### src/rtl/alu_vector_driver.sv
// Self-test initiator for the combinational ALU: drives a directed preamble then LFSR vectors,
// checks result/zero against a built-in golden model, and reports pass/fail and the first failure.
module alu_vector_driver #(
  parameter int unsigned NUM_VECTORS   = 16,
  parameter int unsigned SETTLE_CYCLES = 1,
  parameter logic [31:0] SEED          = 32'hACE12345
) (
  input  logic        clk,
  input  logic        reset,
  input  logic        start,
  output logic [31:0] a,
  output logic [31:0] b,
  output logic [2:0]  alucontrol,
  input  logic [31:0] result,
  input  logic        zero,
  output logic        busy,
  output logic        done,
  output logic        pass,
  output logic [7:0]  error_count,
  output logic        fail_valid,
  output logic [7:0]  fail_index,
  output logic [2:0]  fail_op
);
  localparam logic [31:0] SEED_EFF    = (SEED == 32'd0) ? 32'd1 : SEED;
  localparam logic [31:0] TAPS        = 32'h80200003;
  localparam logic [7:0]  LAST_IDX    = 8'(NUM_VECTORS - 1);
  localparam logic [3:0]  SETTLE_LAST = 4'(SETTLE_CYCLES - 1);
  localparam bit          NO_WAIT     = (SETTLE_CYCLES == 0);

  typedef enum logic [1:0] {S_IDLE, S_WAIT, S_CHECK, S_DONE} state_t;

  function automatic logic [31:0] lfsr_step(input logic [31:0] s);
    return (s >> 1) ^ (s[0] ? TAPS : 32'd0);
  endfunction

  function automatic logic [2:0] op_of(input logic [2:0] sel);
    case (sel)
      3'd0:    return 3'b000;
      3'd1:    return 3'b001;
      3'd2:    return 3'b010;
      3'd3:    return 3'b110;
      default: return 3'b111;
    endcase
  endfunction

  state_t      state, state_next;
  logic [7:0]  idx;
  logic [2:0]  op_sel;
  logic [31:0] lfsr;
  logic [3:0]  settle_cnt;
  logic        load, restart, check, last;

  always_comb begin
    state_next = state;
    load       = 1'b0;
    restart    = 1'b0;
    check      = 1'b0;
    last       = (idx == LAST_IDX);
    case (state)
      S_IDLE, S_DONE: if (start) begin
        restart    = 1'b1;
        load       = 1'b1;
        state_next = NO_WAIT ? S_CHECK : S_WAIT;
      end
      S_WAIT: if (settle_cnt == SETTLE_LAST) state_next = S_CHECK;
      S_CHECK: begin
        check = 1'b1;
        if (last) state_next = S_DONE;
        else begin
          load       = 1'b1;
          state_next = NO_WAIT ? S_CHECK : S_WAIT;
        end
      end
      default: state_next = S_IDLE;
    endcase
  end

  always_ff @(posedge clk) begin
    if (reset) state <= S_IDLE;
    else       state <= state_next;
  end

  // Next-vector generation; a restart rewinds the LFSR to the seed before stepping.
  logic [7:0]  load_idx;
  logic [2:0]  load_sel;
  logic [31:0] lfsr_base, step1, step2;
  logic        directed;

  always_comb begin
    load_idx  = restart ? 8'd0 : idx + 8'd1;
    load_sel  = (restart || op_sel == 3'd4) ? 3'd0 : op_sel + 3'd1;
    lfsr_base = restart ? SEED_EFF : lfsr;
    step1     = lfsr_step(lfsr_base);
    step2     = lfsr_step(step1);
    directed  = (load_idx < 8'd5);
  end

  logic [31:0] exp_result;
  logic        mismatch;
  logic [7:0]  err_next;

  always_comb begin
    case (alucontrol)
      3'b000:  exp_result = a & b;
      3'b001:  exp_result = a | b;
      3'b010:  exp_result = a + b;
      3'b110:  exp_result = a - b;
      3'b111:  exp_result = {31'd0, ($signed(a) < $signed(b))};
      default: exp_result = 32'd0;
    endcase
    mismatch = (result != exp_result) || (zero != (exp_result == 32'd0));
    err_next = (check && mismatch && error_count != 8'hFF) ? error_count + 8'd1 : error_count;
  end

  always_ff @(posedge clk) begin
    if (reset) begin
      a           <= '0;
      b           <= '0;
      alucontrol  <= '0;
      busy        <= 1'b0;
      done        <= 1'b0;
      pass        <= 1'b0;
      error_count <= '0;
      fail_valid  <= 1'b0;
      fail_index  <= '0;
      fail_op     <= '0;
      idx         <= '0;
      op_sel      <= '0;
      lfsr        <= SEED_EFF;
      settle_cnt  <= '0;
    end else begin
      if (load) begin
        idx        <= load_idx;
        op_sel     <= load_sel;
        alucontrol <= op_of(load_sel);
        settle_cnt <= '0;
        if (directed) begin
          a    <= 32'd170;
          b    <= 32'd85;
          lfsr <= lfsr_base;
        end else begin
          a    <= step1;
          b    <= step2;
          lfsr <= step2;
        end
      end else if (state == S_WAIT) begin
        settle_cnt <= settle_cnt + 4'd1;
      end

      error_count <= restart ? 8'd0 : err_next;

      if (restart) begin
        busy       <= 1'b1;
        done       <= 1'b0;
        pass       <= 1'b0;
        fail_valid <= 1'b0;
        fail_index <= '0;
        fail_op    <= '0;
      end

      if (check && mismatch && !fail_valid) begin
        fail_valid <= 1'b1;
        fail_index <= idx;
        fail_op    <= alucontrol;
      end

      // pass must reflect this final vector's outcome, hence err_next.
      if (check && last) begin
        busy <= 1'b0;
        done <= 1'b1;
        pass <= (err_next == 8'd0);
      end
    end
  end
endmodule

### config.mk
export PLATFORM = sky130hd
export DESIGN_NAME = alu_vector_driver
export DESIGN_NICKNAME = d
export VERILOG_FILES = /design/src/rtl/alu_vector_driver.sv
export SDC_FILE = /design/constraint.sdc
export NUM_CORES = 1
export LEC_CHECK = 0
export BUFFER_PORTS_ARGS = -buffer_cell sky130_fd_sc_hd__buf_4
export CAP_MARGIN = 20
export CORE_UTILIZATION = 66
export DETAILED_ROUTE_END_ITERATION = 10
export PLACE_DENSITY = 0.88
export RECOVER_POWER = 100
export SLEW_MARGIN = 25
export SYNTH_ARGS = -nofsm -noshare
export SYNTH_HDL_FRONTEND = slang
export SYNTH_SLANG_ARGS = --single-unit
### constraint.sdc
create_clock -name clk -period 9.05 [get_ports clk]
set_input_delay 1.3575 -clock clk [delete_from_list [all_inputs] [get_ports clk]]
set_output_delay 1.3575 -clock clk [all_outputs]
set_load 0.05 [all_outputs]
# --- Yosys cells after proc, flatten, opt, wreduce, memory -nomap -nowiden ---
# Cells that the tools add are included.
# W data, S select, Z words.
totals:
  output_inout_bits: 90
  ff_bits: 139
  word_cells: 92
classes:
  bitwise: 4
  n_reduce_logical: 20
  eq_ne: 17
  add_sub_neg: 6
  mux: 28
  n_lt_le_gt_ge: 2
ops:
  columns: ["cell", "count"]
  rows:
  - ["$mux W32", 6]
  - ["$pmux W32 S5", 1]
  - ["$xor A31 B32 Y32", 2]
  - ["$add A32 B32 Y32", 1]
  - ["$and A32 B32 Y32", 1]
  - ["$logic_not A32 Y1", 1]
  - ["$lt A32 B32 Y1", 1]
  - ["$mux W8", 4]
  - ["$ne A32 B32 Y1", 1]
  - ["$or A32 B32 Y32", 1]
  - ["$sub A32 B32 Y32", 1]
  - ["$add A8 B1 Y8 const B", 2]
  - ["$pmux W3 S4", 1]
  - ["$eq A3 B2 Y1 const B", 3]
  - ["$eq A3 B3 Y1 const B", 3]
  - ["$mux W3", 3]
  - ["$eq A8 B4 Y1 const B", 1]
  - ["$logic_not A8 Y1", 1]
  - ["$lt A8 B3 Y1 const B", 1]
  - ["$mux W1", 8]
  - ["$ne A8 B8 Y1 const B", 1]
  - ["$reduce_or A2 Y1", 4]
  - ["$eq A3 B1 Y1 const B", 2]
  - ["$logic_not A3 Y1", 2]
  - ["other kinds (16)", 25]

# --- Logic depth before layout (Yosys ltp) ---
# Gate-level depths: netlist of run 1.
logic_depth:
  word_depth: 10
  depth_mapped: 20
  depth_no_buf: 18

# --- Worst setup path after synthesis of run 1 ---
# No wires, ideal clock.
synth_timing:
  kind: "reg-to-reg"
  startpoint: "reg a[0]"
  endpoint: "reg error_count[7]"
  path_stages_with_launch: 20
  synth_period_minus_slack_ps: 4685
  path_buffers: 1
  setup_time_ps: 70
  required_ps: 8980
  path_slack_ps: 4365
  arrival_ps: 4615
  cell_sequence: "dfxtp_1 -> ha_1 -> inv_1 -> fa_1 -> and2b_1 -> o2111ai_2 -> a2111o_1 -> a211oi_1 -> o22ai_1 -> xnor2_1 -> a22oi_1 -> nand4_1 -> nor4b_2 -> mux2_1 -> nand2_2 -> a21bo_1 -> buf_6 -> or2_4 -> or3_1 -> a21oi_1"
synth_via:
  elab_chain_len: 8
  elab_cells_between_ends: 13
  classes_between: "add/sub (2); order compare (1); eq/ne (2); mux (2); bitwise (2); reduce/logical (4)"
synth_rtl:
  columns: ["item", "line_no", "rtl"]
  rows:
  - ["start, declared", "11", "output logic [31:0] a,"]
  - ["start signal, assigned", "142", "a <= step1;"]
  - ["$sub A32 B32 Y32 (tied with other cells)", "107", "3'b110: exp_result = a - b;"]
  - ["$pmux W32 S5 *", "103", "case (alucontrol)"]
  - ["$logic_not A32 Y1", "111", "mismatch = (result != exp_result) || (zero != (exp_result == 32'd0));"]
  - ["$ne A1 B1 Y1", "111", null]
  - ["$logic_or A1 B1 Y1 *", "111", null]
  - ["$logic_and A1 B1 Y1 * (2 in a row)", "112", "err_next = (check && mismatch && error_count != 8'hFF) ? error_count + 8'd1 : error_count;"]
  - ["$mux W8 *", "112", null]
  - ["end signal, assigned", "150", "error_count <= restart ? 8'd0 : err_next;"]
  - ["end, declared", "19", "output logic [7:0] error_count,"]
# Mark *: on every way between the ends. The rest lies on a longest branch, timed or not.
# A chain may end at the register's enable or synchronous reset.

# --- Worst setup path in the final report of run 1 ---
layout_timing:
  startpoint: "reg a[4]"
  endpoint: "reg fail_op[2]"
layout_via:
  elab_chain_len: 8
  elab_cells_between_ends: 14
  classes_between: "add/sub (2); order compare (1); eq/ne (2); mux (2); bitwise (2); reduce/logical (5)"
layout_rtl:
  columns: ["item", "line_no", "rtl"]
  rows:
  - ["$sub A32 B32 Y32 (tied with other cells)", "107", null]
  - ["$pmux W32 S5 *", "103", null]
  - ["$logic_not A32 Y1", "111", null]
  - ["$ne A1 B1 Y1", "111", null]
  - ["$logic_or A1 B1 Y1 *", "111", null]
  - ["$logic_and A1 B1 Y1 * (2 in a row)", "161", "if (check && mismatch && !fail_valid) begin"]
  - ["$mux W3 / $reduce_bool A2 Y1 (equally long branches)", null, null]
  - ["end signal, assigned", "164", "fail_op <= alucontrol;"]
  - ["end, declared", "22", "output logic [2:0] fail_op"]
# Marked as above.

==> flow_results.xml, run 1 <==
<?xml version="1.0" encoding="UTF-8"?>
<metrics>
  <group name="cts">
    <metric name="numCtsBuffers" unit="">9</metric>
    <metric name="cts-root-to-sink-buffers" unit="">2</metric>
    <metric name="h_tree_depth" unit="">3</metric>
    <metric name="cts.hold.buffers_added" unit="">0</metric>
    <metric name="tritoncts_sink_count" unit="">110</metric>
    <metric name="post_cts.resized_instances" unit="">0</metric>
    <metric name="worstSkewPairLatency" unit="ns">0.35</metric>
    <metric name="clk_pin_slew" unit="ns">0.08</metric>
    <metric name="cts_setup_buffers" unit="">0</metric>
    <metric name="tritoncts" unit="">built</metric>
    <metric name="cts_root_cell" unit="">sky130_fd_sc_hd__clkbuf_16</metric>
  </group>
  <group name="logic_synthesis">
    <metric name="dominant_cell_type_by_area_after_synthesis" unit="">sky130_fd_sc_hd__dfxtp_1</metric>
    <metric name="netlist_top_cells_area" unit="">sky130_fd_sc_hd__dfxtp_1, sky130_fd_sc_hd__ha_1, sky130_fd_sc_hd__a21oi_1</metric>
    <metric name="yosysTopAreaCellShare" unit="%">19.4</metric>
    <metric name="synth.yosys.warnings" unit="">0</metric>
    <metric name="asyncSetResetFlopFracSynth" unit="%">0</metric>
    <metric name="ys_seq_elements" unit="">110</metric>
    <metric name="synth_seq_area_share" unit="%">19.4</metric>
    <metric name="synth_area" unit="mm²">0.0113</metric>
    <metric name="synth.net_count" unit="">1651</metric>
    <metric name="synth_enable_flop_cells" unit="">0</metric>
    <metric name="postSynth.topFlopCell" unit="">sky130_fd_sc_hd__dfxtp_1</metric>
    <metric name="post_synth_inst_count" unit="">1508</metric>
    <metric name="ys_types" unit="">115</metric>
    <metric name="synth_area_per_cell" unit="µm²">7.52</metric>
  </group>
  <group name="sta">
    <metric name="timing.final.crit_share" unit="%">76.4</metric>
    <metric name="setup_viol" unit="">0</metric>
    <metric name="finClkSkew" unit="ns">0.0157</metric>
    <metric name="timing.final.crit_period" unit="ns">6.92</metric>
    <metric name="relSlewSlack" unit="%">-153</metric>
    <metric name="fmax" unit="MHz">145</metric>
    <metric name="final_hold_viol_count" unit="">0</metric>
    <metric name="final_count_of_pins_violating_max_slew" unit="">95</metric>
    <metric name="setup-tns-final" unit="ns">0</metric>
    <metric name="tightestPinTransition" unit="ns">3.80</metric>
    <metric name="grt_setup_unrepaired" unit="">false</metric>
  </group>
  <group name="grt">
    <metric name="grtUsageMet3" unit="%">7.24</metric>
    <metric name="grt_max_degree" unit="">95</metric>
    <metric name="grt_pass1_vias" unit="">10722</metric>
    <metric name="grt_pass1_wl" unit="µm">57900</metric>
    <metric name="grt_most_used_layer" unit="">met2</metric>
    <metric name="grt_use_met2" unit="%">66.0</metric>
    <metric name="grt_overflow" unit="">0</metric>
    <metric name="track_usage" unit="%">41.3</metric>
    <metric name="grt_use_met1" unit="%">54.9</metric>
    <metric name="antenna_found_initial" unit="">0</metric>
  </group>
  <group name="power_and_ir_drop">
    <metric name="post-layout-total-power" unit="mW">1.30</metric>
    <metric name="p_leak" unit="nW">4.47</metric>
    <metric name="cellInternalPower" unit="µW">822</metric>
    <metric name="power.clock.fraction" unit="%">28.7</metric>
    <metric name="sw_frac_of_total" unit="%">36.6</metric>
    <metric name="sequentialPowerShare" unit="%">39.1</metric>
    <metric name="netSwitchingPower" unit="µW">475</metric>
    <metric name="comb_power_share" unit="%">32.2</metric>
    <metric name="vdd_ir_drop_max" unit="V">0.000128</metric>
    <metric name="power-per-cell-area" unit="mW/mm²">110</metric>
  </group>
  <group name="die">
    <metric name="row_count" unit="">47</metric>
    <metric name="fp.coreArea" unit="mm²">0.0167</metric>
    <metric name="die_x" unit="µm">133</metric>
    <metric name="die_area" unit="mm²">0.0177</metric>
    <metric name="io_pins" unit="">126</metric>
    <metric name="initial_core_util" unit="%">67.9</metric>
    <metric name="fp.dieH" unit="µm">133</metric>
  </group>
  <group name="setup_path">
    <metric name="worst_ep_required_time" unit="ns">9.11</metric>
    <metric name="worstPathMaxFanout" unit="">16</metric>
    <metric name="crit_type" unit="">register to register</metric>
    <metric name="worstSetupStartpointType" unit="">register</metric>
    <metric name="critical_path_arrival" unit="ns">6.97</metric>
    <metric name="worst_setup_path_end_kind" unit="">register</metric>
  </group>
  <group name="detailed_routing">
    <metric name="wire_per_inst" unit="µm">21.2</metric>
    <metric name="vias_per_cell" unit="">6.74</metric>
    <metric name="detail_route.drc_violations" unit="">1</metric>
    <metric name="drt_pre_antenna_iters" unit="">10</metric>
    <metric name="num_vias" unit="">11869</metric>
    <metric name="drtIter0Drc" unit="">1402</metric>
    <metric name="antenna_violating_nets_post_route" unit="">0</metric>
    <metric name="wirelength" unit="µm">37300</metric>
  </group>
  <group name="layout">
    <metric name="regArea" unit="mm²">0.00220</metric>
    <metric name="multi_input_area" unit="mm²">0.00799</metric>
    <metric name="final_common_cell" unit="">sky130_fd_sc_hd__nand2_1</metric>
    <metric name="layout.cells.most_common_list" unit="">sky130_fd_sc_hd__nand2_1, sky130_fd_sc_hd__a21oi_1, sky130_fd_sc_hd__nor2_1, sky130_fd_sc_hd__dfxtp_1, sky130_fd_sc_hd__ha_1</metric>
    <metric name="layout-drive-gt1-share" unit="%">8.57</metric>
    <metric name="filler_cell_count" unit="">1497</metric>
    <metric name="layout-area-overhead-vs-synth" unit="%">4.25</metric>
    <metric name="finish.cell_count_without_fillers" unit="">1760</metric>
    <metric name="n_antenna_cell" unit="">0</metric>
    <metric name="final_net_count" unit="">1680</metric>
  </group>
  <group name="run">
    <metric name="drv.max_cap_violation_count" unit="">1</metric>
  </group>
  <group name="placed_design">
    <metric name="gp_routability_congestion" unit="">1.02</metric>
    <metric name="dp.cells" unit="">1746</metric>
    <metric name="hpwl" unit="µm">28200</metric>
    <metric name="place.port_buffers" unit="">125</metric>
  </group>
  <group name="worst_hold_path">
    <metric name="hold_path.class" unit="">register to register</metric>
  </group>
  <group name="status">
    <metric name="failing_checks" unit="">design-rule violations, max-capacitance violations, max-slew violations</metric>
    <metric name="run_status" unit="">finished with violations</metric>
  </group>
</metrics>
[per-stage QoR]
step                      hold slack (ns)  cell area, µm²  util [%]  setup WS (ns)
final                               0.461           11800      70.8           2.13
after global routing                0.493           11800      70.8           1.84
after CTS                           0.463           12200      72.9           3.13
after detailed placement            0.453           11900      71.2           3.19
after global placement              0.442           11900      71.2           3.26
after floorplan                     0.437           11300         -           4.37
[worst max-delay path: stages, from the launching register on]
cell and delay [ns]:
sky130_fd_sc_hd__dfxtp_1 0.47, sky130_fd_sc_hd__inv_1 0.12, sky130_fd_sc_hd__ha_1 0.55, sky130_fd_sc_hd__nor2b_1 0.15, sky130_fd_sc_hd__o311ai_0 0.94, sky130_fd_sc_hd__nand3_1 0.20
sky130_fd_sc_hd__a221o_1 0.38, sky130_fd_sc_hd__o21ai_0 0.37, sky130_fd_sc_hd__xnor2_1 0.12, sky130_fd_sc_hd__nor4_1 0.72, sky130_fd_sc_hd__nand4_1 0.24, sky130_fd_sc_hd__nor4_1 0.34
sky130_fd_sc_hd__nand4_1 0.17, sky130_fd_sc_hd__nor4_1 0.71, sky130_fd_sc_hd__a21boi_2 0.39, sky130_fd_sc_hd__nand2b_1 0.49, sky130_fd_sc_hd__or2_2 0.20, sky130_fd_sc_hd__a21oi_1 0.05
[cells by family (layout without fill, tap and decap cells)]
logic type | after synthesis | after routing | share of synthesized area, %
flops | 110 | 110 | 19.4
mux | 42 | 42 | 3.73
xor+xnor | 54 | 54 | 4.17
simple gates | 533 | 533 | 23.9
buf+inv | 223 | 255 | 10.0
fa+ha+maj | 107 | 107 | 11.9
compound gates | 439 | 439 | 26.8
[cells in the mapped netlist, drive strengths merged (10+ instances only)]
| library cell | instances |
|---|---|
| a211oi | 23 |
| a21o | 12 |
| a21oi | 159 |
| a22oi | 11 |
| a31oi | 13 |
| and2 | 10 |
| and3 | 10 |
| buf | 62 |
| clkbuf | 56 |
| dfxtp | 110 |
| ha | 105 |
| inv | 105 |
| mux2i | 40 |
| nand2 | 165 |
| nand2b | 22 |
| nand3 | 44 |
| nand3b | 13 |
| nand4 | 34 |
| nor2 | 118 |
| nor2b | 13 |
| nor3 | 31 |
| nor4 | 27 |
| o211ai | 19 |
| o21ai | 72 |
| o22ai | 18 |
| o31ai | 19 |
| or3 | 12 |
| xnor2 | 33 |
| xor2 | 21 |
[area by class of cell]
class                   count  share of cell area [%]
inverters                 105                    3.33
repair buffers            136                    5.78
well taps                 220                    2.33
clock buffers               9                    1.91
clock inverters             5                   0.423
flip-flops and latches    110                    18.6
multi-input cells        1175                    67.6
[sequential cells by signal, summed over array words and instances (netlist names)]
signal,count
op_sel,3
done,1
a,31
b,4
lfsr,32
error_count,8
fail_index,8
busy,1
settle_cnt,4
fail_op,3
idx,8
state,2
fail_valid,1
alucontrol,3
pass,1
[power by group through the flow]
stage | Combinational, mW | Sequential, mW | Clock, mW
floorplan | 0.289 | 0.534 | 0
global placement | 0.406 | 0.518 | 0
detailed placement | 0.410 | 0.518 | 0
CTS | 0.412 | 0.507 | 0.372
global route | 0.442 | 0.509 | 0.387
finish | 0.417 | 0.508 | 0.372
[worst paths after layout]
| path | cells past startpoint | slack [ns] | end | startpoint |
|---|---|---|---|---|
| setup reg to reg | 17 | 2.13 | fail_op[2]$_SDFFE_PP0P_ | a[4]$_SDFFE_PP0P_ |
| hold / removal | 2 | 0.46 | lfsr[7]$_SDFFE_PP0P_ | lfsr[7]$_SDFFE_PP0P_ |
| setup / recovery | 17 | 2.13 | fail_op[2]$_SDFFE_PP0P_ | a[4]$_SDFFE_PP0P_ |
| hold reg to reg | 2 | 0.46 | lfsr[7]$_SDFFE_PP0P_ | lfsr[7]$_SDFFE_PP0P_ |
[routing by layer]
layer	up-vias	share of wire (%)
met5	-	0
met4	0	4.0
met3	129	10
met2	749	45
met1	5560	41
li1	5431	-
Note: power is estimated with default switching activity, not from simulation.
==> run 2, diff against run 1 <==
- CORE_UTILIZATION: 66 -> 55
- PLACE_DENSITY: 0.88 -> 0.79
- clock period: 9.05 -> 6.2 ns (I/O delays scaled with it)
==> run 2 against run 1 <==
Effect of this change:
- the run ends with max-capacitance violations, max-slew violations left
- clock power is 50% higher
- critical path type unchanged
- global-route usage shrank 6.1 points
- largest power group unchanged
- highest routed layer unchanged
- critical endpoint is now pass$_SDFFE_PP0P_
- first-iteration DRC count down 17%
- cell count up 3.7%
- clock skew fell by 0.0033 ns
- die area increased by 20%
==> flow_results.xml, run 2 (synthesis gave the netlist of run 1 again) <==
<?xml version="1.0" encoding="UTF-8"?>
<metrics>
  <group name="detailed_routing">
    <metric name="wire_per_inst" unit="µm">20.6</metric>
    <metric name="vias_per_cell" unit="">6.36</metric>
    <metric name="drtIter0Drc" unit="">1167</metric>
    <metric name="top_layer" unit="">met4</metric>
    <metric name="num_vias" unit="">11598</metric>
    <metric name="wirelength" unit="µm">37600</metric>
    <metric name="detail_route.drc_violations" unit="">0</metric>
    <metric name="wl_met3" unit="µm">2930</metric>
    <metric name="met1_length" unit="µm">16300</metric>
    <metric name="wl_met2" unit="µm">17000</metric>
    <metric name="drt_pre_antenna_iters" unit="">8</metric>
    <metric name="antenna_violating_nets_post_route" unit="">0</metric>
  </group>
  <group name="sta">
    <metric name="final_hold_viol_count" unit="">0</metric>
    <metric name="grt_setup_unrepaired" unit="">false</metric>
    <metric name="timing.final.crit_period" unit="ns">5.70</metric>
    <metric name="relSlewSlack" unit="%">-148</metric>
    <metric name="final.setup.worst_slack" unit="ns">0.498</metric>
    <metric name="fmax" unit="MHz">175</metric>
    <metric name="timing.final.crit_share" unit="%">92.0</metric>
    <metric name="tightestPinTransition" unit="ns">3.72</metric>
    <metric name="setup_viol" unit="">0</metric>
    <metric name="final_count_of_pins_violating_max_slew" unit="">95</metric>
    <metric name="setup-tns-final" unit="ns">0</metric>
    <metric name="final.hold.worst_slack" unit="ns">0.456</metric>
    <metric name="finClkSkew" unit="ns">0.0124</metric>
  </group>
  <group name="layout">
    <metric name="final_common_cell" unit="">sky130_fd_sc_hd__nand2_1</metric>
    <metric name="max_flop_register" unit="">lfsr</metric>
    <metric name="finish.cell_count_without_fillers" unit="">1825</metric>
    <metric name="n_antenna_cell" unit="">0</metric>
    <metric name="filler_cell_count" unit="">1978</metric>
    <metric name="layout-drive-gt1-share" unit="%">9.45</metric>
    <metric name="final_design_area_no_fill" unit="mm²">0.0120</metric>
    <metric name="layout-area-overhead-vs-synth" unit="%">5.86</metric>
    <metric name="regArea" unit="mm²">0.00220</metric>
    <metric name="largest_registers" unit="">lfsr (32), a (31)</metric>
    <metric name="final_net_count" unit="">1694</metric>
    <metric name="number_of_flip_flops_under_the_largest_register_name" unit="">32</metric>
    <metric name="finalCoreUtilization" unit="%">59.3</metric>
    <metric name="multi_input_area" unit="mm²">0.00800</metric>
    <metric name="layout.cells.most_common_list" unit="">sky130_fd_sc_hd__nand2_1, sky130_fd_sc_hd__a21oi_1, sky130_fd_sc_hd__nor2_1, sky130_fd_sc_hd__dfxtp_1, sky130_fd_sc_hd__ha_1</metric>
  </group>
  <group name="die">
    <metric name="die_area" unit="mm²">0.0212</metric>
    <metric name="initial_core_util" unit="%">56.0</metric>
    <metric name="die_x" unit="µm">146</metric>
    <metric name="row_count" unit="">52</metric>
    <metric name="io_pins" unit="">126</metric>
    <metric name="fp.dieH" unit="µm">146</metric>
    <metric name="fp.coreArea" unit="mm²">0.0202</metric>
  </group>
  <group name="status">
    <metric name="failing_checks" unit="">max-capacitance violations, max-slew violations</metric>
    <metric name="run_status" unit="">finished with violations</metric>
  </group>
  <group name="worst_hold_path">
    <metric name="worst_hold_startpoint" unit="">lfsr[12]$_SDFFE_PP0P_</metric>
    <metric name="hold_path.class" unit="">register to register</metric>
    <metric name="hold-path-cell-count" unit="">2</metric>
    <metric name="hold_end" unit="">lfsr[12]$_SDFFE_PP0P_</metric>
  </group>
  <group name="placed_design">
    <metric name="hpwl" unit="µm">29100</metric>
    <metric name="placedInstanceArea" unit="mm²">0.0121</metric>
    <metric name="gp_routability_congestion" unit="">1.01</metric>
    <metric name="dp.cells" unit="">1810</metric>
    <metric name="dp_worst_setup_slack" unit="ns">0.815</metric>
    <metric name="place.port_buffers" unit="">125</metric>
  </group>
  <group name="cts">
    <metric name="cts-root-to-sink-buffers" unit="">2</metric>
    <metric name="cts_root_cell" unit="">sky130_fd_sc_hd__clkbuf_16</metric>
    <metric name="post_cts.resized_instances" unit="">0</metric>
    <metric name="clk_pin_slew" unit="ns">0.08</metric>
    <metric name="numCtsBuffers" unit="">9</metric>
    <metric name="cts.hold.buffers_added" unit="">0</metric>
    <metric name="h_tree_depth" unit="">3</metric>
    <metric name="worstSkewPairLatency" unit="ns">0.35</metric>
    <metric name="cts_setup_buffers" unit="">0</metric>
    <metric name="tritoncts" unit="">built</metric>
    <metric name="tritoncts_sink_count" unit="">110</metric>
  </group>
  <group name="power_and_ir_drop">
    <metric name="cellInternalPower" unit="mW">1.21</metric>
    <metric name="power.clock.fraction" unit="%">29.2</metric>
    <metric name="sequentialPowerShare" unit="%">38.8</metric>
    <metric name="sw_frac_of_total" unit="%">36.9</metric>
    <metric name="netSwitchingPower" unit="µW">704</metric>
    <metric name="power-per-cell-area" unit="mW/mm²">159</metric>
    <metric name="vdd_ir_drop_max" unit="V">0.000156</metric>
    <metric name="p_leak" unit="nW">4.53</metric>
    <metric name="post-layout-total-power" unit="mW">1.91</metric>
    <metric name="comb_power_share" unit="%">32.0</metric>
  </group>
  <group name="grt">
    <metric name="antenna_found_initial" unit="">0</metric>
    <metric name="track_usage" unit="%">35.2</metric>
    <metric name="grt_overflow" unit="">0</metric>
    <metric name="grt_pass1_wl" unit="µm">59600</metric>
    <metric name="grt_pass1_vias" unit="">10804</metric>
    <metric name="grt_max_degree" unit="">95</metric>
  </group>
  <group name="setup_path">
    <metric name="crit_type" unit="">register to register</metric>
    <metric name="register_to_register_path_depth" unit="">18</metric>
    <metric name="path_cells" unit="">inv_1 &gt; ha_1 &gt; inv_1 &gt; a21oi_2 &gt; nand2_1 &gt; o31ai_4 &gt; a211oi_1 &gt; a32o_1 &gt; nor3_1 &gt; xnor2_1 &gt; nor4_1 &gt; nand4_1 &gt; nor4_1 &gt; buf_4 &gt; a21bo_1 &gt; mux2i_1 &gt; a21o_1 &gt; o31ai_1</metric>
    <metric name="timing.reg2reg.setup_slack" unit="ns">0.50</metric>
    <metric name="worstSetupStartpointType" unit="">register</metric>
    <metric name="reg2reg_to" unit="">pass$_SDFFE_PP0P_</metric>
    <metric name="max_stage_delay" unit="ns">0.72</metric>
    <metric name="worst_ep_required_time" unit="ns">6.47</metric>
    <metric name="crit-reg2reg-launch" unit="">a[12]$_SDFFE_PP0P_</metric>
    <metric name="worst_setup_path_end_kind" unit="">register</metric>
    <metric name="cpMaxStageDelayCell" unit="">sky130_fd_sc_hd__ha_1</metric>
    <metric name="critical_path_arrival" unit="ns">5.97</metric>
    <metric name="worstPathMaxFanout" unit="">14</metric>
  </group>
  <group name="run">
    <metric name="drv.max_cap_violation_count" unit="">1</metric>
  </group>
</metrics>
[run 2: cell types whose count changed in the layout (fill, tap and decap cells not counted)]
cell                         change
sky130_fd_sc_hd__buf_4          +14
sky130_fd_sc_hd__dfxtp_1         +1
sky130_fd_sc_hd__dfxtp_2         -1
sky130_fd_sc_hd__clkinvlp_4      +2
sky130_fd_sc_hd__inv_8           +1
sky130_fd_sc_hd__and2_0          +2
sky130_fd_sc_hd__clkinv_4        -2
sky130_fd_sc_hd__o311ai_0        -1
sky130_fd_sc_hd__o311ai_2        +1
sky130_fd_sc_hd__and2_1          -2
sky130_fd_sc_hd__o21ai_1         +1
sky130_fd_sc_hd__o21ai_0         -1
[run 2: worst max-delay path by stage]
| stage | start | to | cells past startpoint |
|---|---|---|---|
| finish | a[12]$_SDFFE_PP0P_ | pass$_SDFFE_PP0P_ | 18 |
| global placement | a[0]$_SDFFE_PP0P_ | pass$_SDFFE_PP0P_ | 19 |
| global route | a[12]$_SDFFE_PP0P_ | fail_op[2]$_SDFFE_PP0P_ | 19 |
| CTS | a[12]$_SDFFE_PP0P_ | pass$_SDFFE_PP0P_ | 18 |
| floorplan | a[0]$_SDFFE_PP0P_ | error_count[7]$_SDFF_PP0_ | 19 |
| detailed placement | a[12]$_SDFFE_PP0P_ | pass$_SDFFE_PP0P_ | 18 |
[run 2: final cells by class]
type,count,area share [%]
clock buffer,9,1.88
clock inverter,6,0.490
inverter,105,3.28
multi-input combinational,1175,66.6
sequential,110,18.3
tap,270,2.81
timing repair buffer,150,6.57
[run 2: power groups by stage]
stage / combinational (mW) / sequential [mW] / clock, mW
5_1_grt: 0.648 / 0.745 / 0.599
3_5_place_dp: 0.604 / 0.759 / 0
6_report: 0.611 / 0.742 / 0.557
2_1_floorplan: 0.422 / 0.779 / 0
4_1_cts: 0.606 / 0.742 / 0.563
3_3_place_gp: 0.598 / 0.758 / 0
[run 2: worst max-delay path, delay by kind of cell, from the launching register on]
| family | cells | cell delay (ns) |
|---|---|---|
| flops | 1 | 0.48 |
| simple gates | 5 | 1.63 |
| fa+ha+maj | 1 | 0.72 |
| xor+xnor | 1 | 0.10 |
| buf+inv | 3 | 0.63 |
| mux | 1 | 0.10 |
| compound gates | 7 | 1.96 |
[run 2: routing by layer]
layer | up-vias | GRT usage (%)
li1 | 5472 | -
met5 | - | 0
met3 | 102 | 4.70
met4 | 0 | 13.9
met2 | 554 | 56.4
met1 | 5470 | 47.9
